## config.mk

```make
export PLATFORM = sky130hd
export DESIGN_NAME = riscv_i32_debug_injector
export DESIGN_NICKNAME = d
export VERILOG_FILES = /design/src/rtl/riscv_i32_debug_injector.sv
export SDC_FILE = /design/constraint.sdc
export NUM_CORES = 1
export LEC_CHECK = 0
export ABC_AREA = 0
export CAP_MARGIN = 5
export CORE_MARGIN = 5
export CORE_UTILIZATION = 46
export CTS_CLUSTER_DIAMETER = 100
export DETAILED_ROUTE_END_ITERATION = 16
export PLACE_DENSITY = 0.84
export SLEW_MARGIN = 10
export SYNTH_ARGS = -nofsm -noshare
export SYNTH_HDL_FRONTEND = slang
export SYNTH_SLANG_ARGS = --single-unit
export TNS_END_PERCENT = 30
```

## constraint.sdc

```tcl
create_clock -name clk -period 4.2 [get_ports clk]
set_clock_uncertainty 0.2 [all_clocks]
set_input_delay 0.63 -clock clk [delete_from_list [all_inputs] [get_ports clk]]
set_output_delay 0.63 -clock clk [all_outputs]
set_load 0.01 [all_outputs]
```

## src/rtl/riscv_i32_debug_injector.sv

```systemverilog
// riscv_i32_debug_injector
// Turns debug-module GPR/CSR access requests into debug instructions issued to
// a halted core pipeline, waits for the pipeline to accept them (and, for
// reads, to return data), then presents a single response.
//
// Optional build macro: RISCV_DEBUG_INJECTOR_TIMEOUT_EN
//   When defined, an 8-bit watchdog bounds the time spent in ISSUE plus
//   WAIT_RESULT and converts a stuck operation into an error response.
//   When undefined, ISSUE and WAIT_RESULT wait indefinitely.
//
// state        | meaning
// -------------+---------------------------------------------------------
// IDLE         | ready for a request, dbg_req_ack asserted
// ISSUE        | debug instruction presented until pipe_accept
// WAIT_RESULT  | read accepted, waiting for result_valid
// RESPOND      | response held until dbg_resp_ready
module riscv_i32_debug_injector (
  input  logic        clk,
  input  logic        reset,
  input  logic        riscv_config__debug_enable,
  input  logic        halted,
  input  logic        dbg_req_valid,
  output logic        dbg_req_ack,
  input  logic        dbg_req_write,
  input  logic        dbg_req_gpr,
  input  logic [11:0] dbg_req_addr,
  input  logic [31:0] dbg_req_wdata,
  output logic [31:0] instruction__data,
  output logic        instruction__debug__valid,
  output logic [1:0]  instruction__debug__debug_op,
  output logic [15:0] instruction__debug__data,
  input  logic        pipe_accept,
  input  logic        result_valid,
  input  logic [31:0] result_data,
  output logic        dbg_resp_valid,
  input  logic        dbg_resp_ready,
  output logic [31:0] dbg_resp_data,
  output logic        dbg_resp_error,
  output logic        busy
);

  localparam logic [1:0] ST_IDLE        = 2'd0;
  localparam logic [1:0] ST_ISSUE       = 2'd1;
  localparam logic [1:0] ST_WAIT_RESULT = 2'd2;
  localparam logic [1:0] ST_RESPOND     = 2'd3;

  logic [1:0]  state_q, state_d;
  logic        req_write_q, req_write_d;
  logic        req_gpr_q, req_gpr_d;
  logic [11:0] req_addr_q, req_addr_d;
  logic [31:0] req_wdata_q, req_wdata_d;
  logic [31:0] resp_data_q, resp_data_d;
  logic        resp_error_q, resp_error_d;
  // Held low through reset and for the edge that releases it, so the ack
  // cannot appear while reset is still asserted.
  logic        ack_en_q;

  logic        capture;
  logic        req_legal;
  logic        timeout_hit;
  logic        issuing;
  logic        responding;

  assign dbg_req_ack = (state_q == ST_IDLE) && ack_en_q;
  assign capture     = dbg_req_valid && dbg_req_ack;

  // Only GPRs x0..x31 exist; any upper address bit set on a GPR access is illegal.
  assign req_legal = riscv_config__debug_enable && halted &&
                     !(dbg_req_gpr && (dbg_req_addr[11:5] != 7'd0));

`ifdef RISCV_DEBUG_INJECTOR_TIMEOUT_EN
  logic [7:0] tmo_cnt_q, tmo_cnt_d;

  // Watchdog: restarts when a legal request enters ISSUE, counts while the
  // operation is outstanding in the pipeline.
  always_comb begin
    tmo_cnt_d = tmo_cnt_q;
    if (capture && req_legal) begin
      tmo_cnt_d = 8'd0;
    end else if ((state_q == ST_ISSUE) || (state_q == ST_WAIT_RESULT)) begin
      tmo_cnt_d = tmo_cnt_q + 8'd1;
    end
  end

  // Watchdog register.
  always_ff @(posedge clk or posedge reset) begin
    if (reset) begin
      tmo_cnt_q <= 8'd0;
    end else begin
      tmo_cnt_q <= tmo_cnt_d;
    end
  end

  assign timeout_hit = (tmo_cnt_q == 8'hFF);
`else
  assign timeout_hit = 1'b0;
`endif

  // Next-state and captured-data logic; pipeline handshakes take priority
  // over the watchdog in the same cycle.
  always_comb begin
    state_d      = state_q;
    req_write_d  = req_write_q;
    req_gpr_d    = req_gpr_q;
    req_addr_d   = req_addr_q;
    req_wdata_d  = req_wdata_q;
    resp_data_d  = resp_data_q;
    resp_error_d = resp_error_q;

    case (state_q)
      ST_IDLE: begin
        if (capture) begin
          req_write_d = dbg_req_write;
          req_gpr_d   = dbg_req_gpr;
          req_addr_d  = dbg_req_addr;
          req_wdata_d = dbg_req_wdata;
          if (req_legal) begin
            state_d = ST_ISSUE;
          end else begin
            state_d      = ST_RESPOND;
            resp_data_d  = 32'd0;
            resp_error_d = 1'b1;
          end
        end
      end

      ST_ISSUE: begin
        if (pipe_accept) begin
          if (req_write_q) begin
            state_d      = ST_RESPOND;
            resp_data_d  = 32'd0;
            resp_error_d = 1'b0;
          end else begin
            state_d = ST_WAIT_RESULT;
          end
        end else if (timeout_hit) begin
          state_d      = ST_RESPOND;
          resp_data_d  = 32'd0;
          resp_error_d = 1'b1;
        end
      end

      ST_WAIT_RESULT: begin
        if (result_valid) begin
          state_d      = ST_RESPOND;
          resp_data_d  = result_data;
          resp_error_d = 1'b0;
        end else if (timeout_hit) begin
          state_d      = ST_RESPOND;
          resp_data_d  = 32'd0;
          resp_error_d = 1'b1;
        end
      end

      ST_RESPOND: begin
        if (dbg_resp_ready) begin
          state_d = ST_IDLE;
        end
      end

      default: begin
        state_d = ST_IDLE;
      end
    endcase
  end

  // State and captured request/response registers.
  always_ff @(posedge clk or posedge reset) begin
    if (reset) begin
      state_q      <= ST_IDLE;
      req_write_q  <= 1'b0;
      req_gpr_q    <= 1'b0;
      req_addr_q   <= 12'd0;
      req_wdata_q  <= 32'd0;
      resp_data_q  <= 32'd0;
      resp_error_q <= 1'b0;
      ack_en_q     <= 1'b0;
    end else begin
      state_q      <= state_d;
      req_write_q  <= req_write_d;
      req_gpr_q    <= req_gpr_d;
      req_addr_q   <= req_addr_d;
      req_wdata_q  <= req_wdata_d;
      resp_data_q  <= resp_data_d;
      resp_error_q <= resp_error_d;
      ack_en_q     <= 1'b1;
    end
  end

  assign issuing    = (state_q == ST_ISSUE);
  assign responding = (state_q == ST_RESPOND);

  // Issue fields are forced to zero whenever no instruction is presented.
  assign instruction__debug__valid    = issuing;
  assign instruction__data            = issuing ? req_wdata_q : 32'd0;
  assign instruction__debug__debug_op = issuing ? {1'b0, req_write_q} : 2'b00;
  assign instruction__debug__data     = issuing ? {3'b000, req_gpr_q, req_addr_q} : 16'h0000;

  assign dbg_resp_valid = responding;
  assign dbg_resp_data  = responding ? resp_data_q : 32'd0;
  assign dbg_resp_error = responding ? resp_error_q : 1'b0;

  assign busy = (state_q != ST_IDLE);

endmodule
```

==> metrics.txt, run 1 <==
status finished clean; top cell family by delay on the critical path buffers and inverters; post-route ant nets 0; Hold WS between 300 and 400 ps; first-pass detailed-route iteration total 4; Syn Area/Cell approximately 11 µm²; Period Utilization, post-route between 80% and 90%; Mapped Area approximately 4000 µm²; Yosys cell types 33; CTS tree yes; Post-CTS Setup Inserts 0; top cell type by total area after synthesis dfrtp_1; CTS Hold Bufs 0; Seq pwr share between 30% and 40%; crit path cell chain ha_1 -> clkinv_1 -> nor2_1 -> clkdlybuf4s50_1; routed vias 3294; Area contributors post-synth dfrtp_1 (51%), mux2_2 (13%), and2_1 (7.4%); layout cells sized above 1 between 10% and 20%; Routability Congestion between 0.7 and 0.8; max-cap viol count 0; gr usage total 19.6%; DR iter-0 viols 89; Data required, critical path between 3000 and 4000 ps; Slew Limit Fails 0; FP Rows 34; area of the multi-input gates approximately 1600 µm²; share of the synthesized area in the top cell type around half; hpwl dp 7660 µm; Slew @ Worst Pin roughly 1100 ps; Clk Latency, worst-skew pair about 330 ps; Num CTS Buffers 9; port buffer count between 150 and 200; Yosys warnings 0; critical path peak fanout 35; Setup TNS Final 0 ps; post_cts resized 0; residual DRC count 0; slew margin rel. between 20 and 30%; Placed Cells around 620; Max IR drop VDD between 0.4 and 0.5 mV; Congestion Overflow GR 0; P_int between 2 and 2.5 mW; register bit total from synthesis 82; f_max between 200 and 300 MHz; fill cell count about 650; Hold Vio Cnt, Final 0; hold crit path type reg -> reg; crit path time final roughly 3600 ps; nets between 600 and 700; Total Power around 3.6 mW; initial antenna violation count 0; combinational fraction of design power between 50% and 60%; clk sinks between 80 and 90; Total Wirelength approximately 10000 µm; sequential standard cell area around 2100 µm²; slowest cell on the critical path clkinv_1; clk buf depth 2; effective utilization at floorplan between 40% and 50%; RSZ-0062 raised after global routing false; die area 10600 µm²; switching power about 1.3 mW; Clock H-tree levels 3; Die Y between 100 and 150 µm; ANT cells 0; Post-Route Utilization 68.8%; first-pass GRT wire length ~16000 µm; setup violators final 0; P_leak ~2.5 nW; Vias per Instance 5.15; routed len/inst 16.4 µm; commonest non-fill, non-tap cell in the layout clkdlybuf4s50_1; Cells after Synth approximately 370; crit path launch type flop; Core Area about 8600 µm²; pin count of the biggest net entering global routing 64; CP arrival about 2800 ps; I/O pin total 173; Die Wd a little over 100 µm; P&R area growth vs syn 47.9%; sequential-to-total area share from yosys stat between 50 and 60%; CP max stage delay 760 ps; Power Density between 600 and 700 nW/µm²; Clk network pwr share between 15 and 20%; vias in the first global route about 3300; Crit. End Element output port; switch share 36.2%; Setup CP Type reg -> out; root buf cell clkbuf_8; most frequent cells in the layout clkdlybuf4s50_1 (168), dfrtp_1 (82), and2_1 (47), mux2_2 (47), inv_1 (38); Finished Layout Cells 639; Reg clk slew, reported paths roughly 80 ps; Buf/Inv on CP 2
-- area by class of cell --
| cell class | instances | area share, % |
|---|---|---|
| multi-input cells | 220 | 27.6 |
| repair buffers | 174 | 29.4 |
| clock inverters | 4 | 0.868 |
| clock buffers | 11 | 2.56 |
| inverters | 40 | 2.58 |
| well taps | 108 | 2.29 |
| flip-flops and latches | 82 | 34.7 |
-- cells in the mapped netlist --
| cell type | count |
|---|---|
| and2_1 | 47 |
| ha_1 | 5 |
| mux2i_1 | 1 |
| buf_8 | 3 |
| inv_1 | 39 |
| and3_1 | 1 |
| conb_1 | 2 |
| o221a_2 | 1 |
| nand2_1 | 2 |
| a21oi_1 | 1 |
| clkbuf_1 | 18 |
| a41oi_1 | 1 |
| o21ai_0 | 1 |
| and2_0 | 1 |
| nor2_1 | 34 |
| nand2b_1 | 1 |
| o32a_1 | 1 |
| buf_6 | 3 |
| a21o_1 | 1 |
| buf_2 | 4 |
| dfrtp_1 | 82 |
| a221oi_2 | 1 |
| or4_4 | 1 |
| buf_4 | 4 |
| clkinv_1 | 1 |
| nor2b_1 | 1 |
| clkbuf_4 | 1 |
| o22ai_1 | 32 |
| nand4_1 | 32 |
| o41ai_4 | 1 |
| a221o_1 | 1 |
| a211oi_2 | 1 |
| mux2_2 | 47 |
-- stage by stage --
stage	worst slack, ps	instance area, µm²
3_3_place_gp	879	5680
3_5_place_dp	801	5680
2_1_floorplan	1260	4010
5_1_grt	347	5910
6_report	600	5910
4_1_cts	619	5880
-- worst reg2reg max path: stages, from the launching register on --
cell and delay (ps):
dfrtp_1 420, ha_1 280, clkinv_1 760, o21ai_0 530
mux2_2 370
-- metal layers --
metal | vias up | global-route usage (%) | wire [µm]
met5 | - | 0 | 0
met4 | 0 | 5.38 | 91
met3 | 9 | 4.90 | 1120
met2 | 167 | 32.1 | 4790
met1 | 1554 | 26.2 | 4470
li1 | 1564 | - | -
-- power by group through the flow --
stage	registers, mW	clock network (mW)	logic [mW]
2_1_floorplan	1.20	0	1.15
3_3_place_gp	1.22	0	1.76
3_5_place_dp	1.24	0	1.80
4_1_cts	1.22	0.589	1.81
5_1_grt	1.26	0.615	2.01
6_report	1.22	0.578	1.82
-- sequential cells by signal (all words and copies together) (netlist names) --
| register | flops |
|---|---|
| req_wdata_q | 32 |
| resp_data_q | 32 |
| req_addr_q | 12 |
| state_q | 2 |
| ack_en_q | 1 |
| req_gpr_q | 1 |
| req_write_q | 1 |
| resp_error_q | 1 |
-- cell families after synthesis --
logic type / share of synthesized area [%]
muxes: 13.5
buffers and inverters: 8.87
and+or+nand+nor: 16.7
AOI/OAI and AO/OA: 7.83
DFF: 51.4
adders and majority gates: 1.57
other: 0.188
-- worst paths after layout --
kind                            cells past startpoint            start  slack (ps)           endpoint
worst min register to register                      1  req_wdata_q[26]         300    req_wdata_q[26]
min in group asynchronous                           2            reset         590    req_wdata_q[21]
worst min-delay path                                1  req_wdata_q[26]         300    req_wdata_q[26]
worst max-delay path                                4       state_q[0]         600  dbg_resp_data[12]
worst max register to register                      4       state_q[0]        1530         state_q[1]
max in group asynchronous                           3            reset        2440    resp_data_q[16]
Note: power is estimated with default switching activity, not from simulation.
==> inputs of run 2 (changes only) <==
ABC_CLOCK_PERIOD_IN_PS = 4200   (was unset)
CAP_MARGIN = unset   (was 5)
==> results of run 2 <==
Final layout, timing and power as in run 1 (identical DEF).
==> inputs of run 3 (changes only) <==
CORE_UTILIZATION = 47   (was 46)
CTS_BUF_LIST = sky130_fd_sc_hd__clkbuf_2   (was unset)
PLACE_DENSITY = 0.86   (was 0.84)
==> run 3 against run 2 <==
  * Maximum frequency shrank 5.1%
  * Clock power shrank 20%
  * Critical path depth is the same
  * Setup slack lost 190 ps
  * Via count grew 0.39%
  * Combinational power is essentially flat
  * Sequential share of layout area grew 0.42 points
  * Largest cell class unchanged
  * Clock-buffer cell count shrank 2
  * Sequential power is essentially flat
==> metrics.txt, run 3 (synthesis results as in run 1) <==
status finished clean (unchanged); nets 619 (was 618); Congestion Overflow GR 0 (unchanged); Reg clk slew, reported paths 210 ps (was 80 ps); DRT met1 WL 4170 µm (was 4470 µm); slew margin rel. 29.4% (was 29.0%); Clk Latency, worst-skew pair 470 ps (was 330 ps); post-route ant nets 0 (unchanged); FP Rows 33 (was 34); Slew Limit Fails 0 (unchanged); vias in the first global route 3474 (was 3331); Power Density 600 nW/µm² (was 613 nW/µm²); gr usage total 20.4% (was 19.6%); first-pass GRT wire length 16800 µm (was 16400 µm); Data required, critical path 3370 ps (about the same); root buf cell clkbuf_2 (was clkbuf_8); Clock H-tree levels 3 (unchanged); post_cts resized 0 (unchanged); CTS tree yes (unchanged); Die Y 102 µm (was 103 µm); critical path peak fanout 35 (unchanged); RSZ-0062 raised after global routing false (unchanged); Core Area 8260 µm² (was 8590 µm²); Die Wd 102 µm (was 103 µm); Slew @ Worst Pin 1060 ps (about the same); effective utilization at floorplan 48.4% (was 46.5%); clk buf depth 2 (unchanged); setup violators final 0 (unchanged); Post-CTS Setup Inserts 0 (unchanged); dpl cell area 5690 µm² (was 5680 µm²); routed len/inst 16.4 µm (about the same); die area 10400 µm² (was 10600 µm²); Post-Route Utilization 70.7% (was 68.8%); ANT cells 0 (unchanged); Total Wirelength 10500 µm (about the same); Crit. End Element output port (unchanged); top sig layer met4 (unchanged); Max IR drop VDD 0.316 mV (was 0.417 mV); DR iter-0 viols 82 (was 89); routed vias 3307 (was 3294); Placed Cells 621 (was 623); crit path time final 3790 ps (was 3600 ps); Vias per Instance 5.18 (was 5.15); Period Utilization, post-route 90.3% (was 85.7%); f_max 264 MHz (was 278 MHz); Setup CP Type reg -> out (unchanged); P&R area growth vs syn 46.2% (was 47.9%); clk sinks 82 (unchanged); port buffer count 168 (unchanged); Num CTS Buffers 9 (unchanged); P_leak 2.45 nW (was 2.48 nW); wire length on met3 968 µm (was 1120 µm); routed wl met2 5250 µm (was 4790 µm); CP arrival 2960 ps (was 2770 ps); Setup TNS Final 0 ps (unchanged); crit path launch type flop (unchanged); residual DRC count 0 (unchanged); Largest regs req_wdata_q: 32 flops, resp_data_q: 32 flops, req_addr_q: 12 flops (unchanged); initial antenna violation count 0 (unchanged); CTS Hold Bufs 0 (unchanged); Total Power 3.50 mW (was 3.62 mW); layout cells sized above 1 14.3% (about the same); hold crit path type reg -> reg (unchanged); max-cap viol count 0 (unchanged); I/O pin total 173 (unchanged); first-pass detailed-route iteration total 5 (was 4); Hold Vio Cnt, Final 0 (unchanged); hpwl dp 7810 µm (was 7660 µm); commonest non-fill, non-tap cell in the layout clkdlybuf4s50_1 (unchanged); post-route cell area 5840 µm² (was 5910 µm²); FF-to-FF setup slack 1480 ps (was 1530 ps); pin count of the biggest net entering global routing 58 (was 64); Routability Congestion 0.804 (was 0.800); Finished Layout Cells 638 (was 639); most frequent cells in the layout clkdlybuf4s50_1 (168), dfrtp_1 (82), and2_1 (47), mux2_2 (47), inv_1 (38) (unchanged)
==> run 3: changes by cell type in the layout (fill, tap and decap cells not counted), sizes merged <==
cell and delta:
buf +1, bufinv +1, clkbuf -2, clkinv +2
==> run 3: final timing paths <==
path,from,to,depth (start not counted)
max in group asynchronous,reset,resp_data_q[14],3
min reg2reg,req_addr_q[6],req_addr_q[6],1
min in group asynchronous,reset,req_wdata_q[21],2
min,req_addr_q[6],req_addr_q[6],1
max reg2reg,state_q[0],state_q[1],4
max,state_q[0],dbg_resp_data[5],4
==> run 3: worst max-delay path: stages (launching register included) <==
cell and delay, ps:
dfrtp_1 470, ha_1 250, clkinv_1 790, nor2_1 370
clkdlybuf4s50_1 600
==> run 3: per-stage QoR <==
step / setup WS, ps / hold WS (ps)
global placement: 890 / 278
detailed placement: 851 / 285
finish: 406 / 322
global route: 187 / 345
CTS: 341 / 328
floorplan: 1260 / 271
==> run 3: layout make-up <==
class | instances | area (µm²)
Fill cell | 605 | 2420
Sequential cell | 82 | 2050
Timing Repair Buffer | 175 | 1740
Multi-Input combinational cell | 220 | 1620
Inverter | 40 | 151
Tap cell | 105 | 131
Clock inverter | 7 | 92.6
Clock buffer | 9 | 45.0
==> run 3: layer usage <==
metal / track usage, % / vias to the layer above
li1: - / 1567
met1: 25.6 / 1584
met2: 34.9 / 149
met3: 4.98 / 7
met4: 6.46 / 0
met5: 0 / -
==> run 3: where the power goes <==
| group | switching [mW] | leakage (nW) | internal (mW) |
|---|---|---|---|
| sequential | 0.125 | 1.03 | 1.10 |
| clock | 0.266 | 0.0776 | 0.196 |
| combinational | 0.905 | 1.34 | 0.914 |
| total | 1.30 | 2.45 | 2.21 |
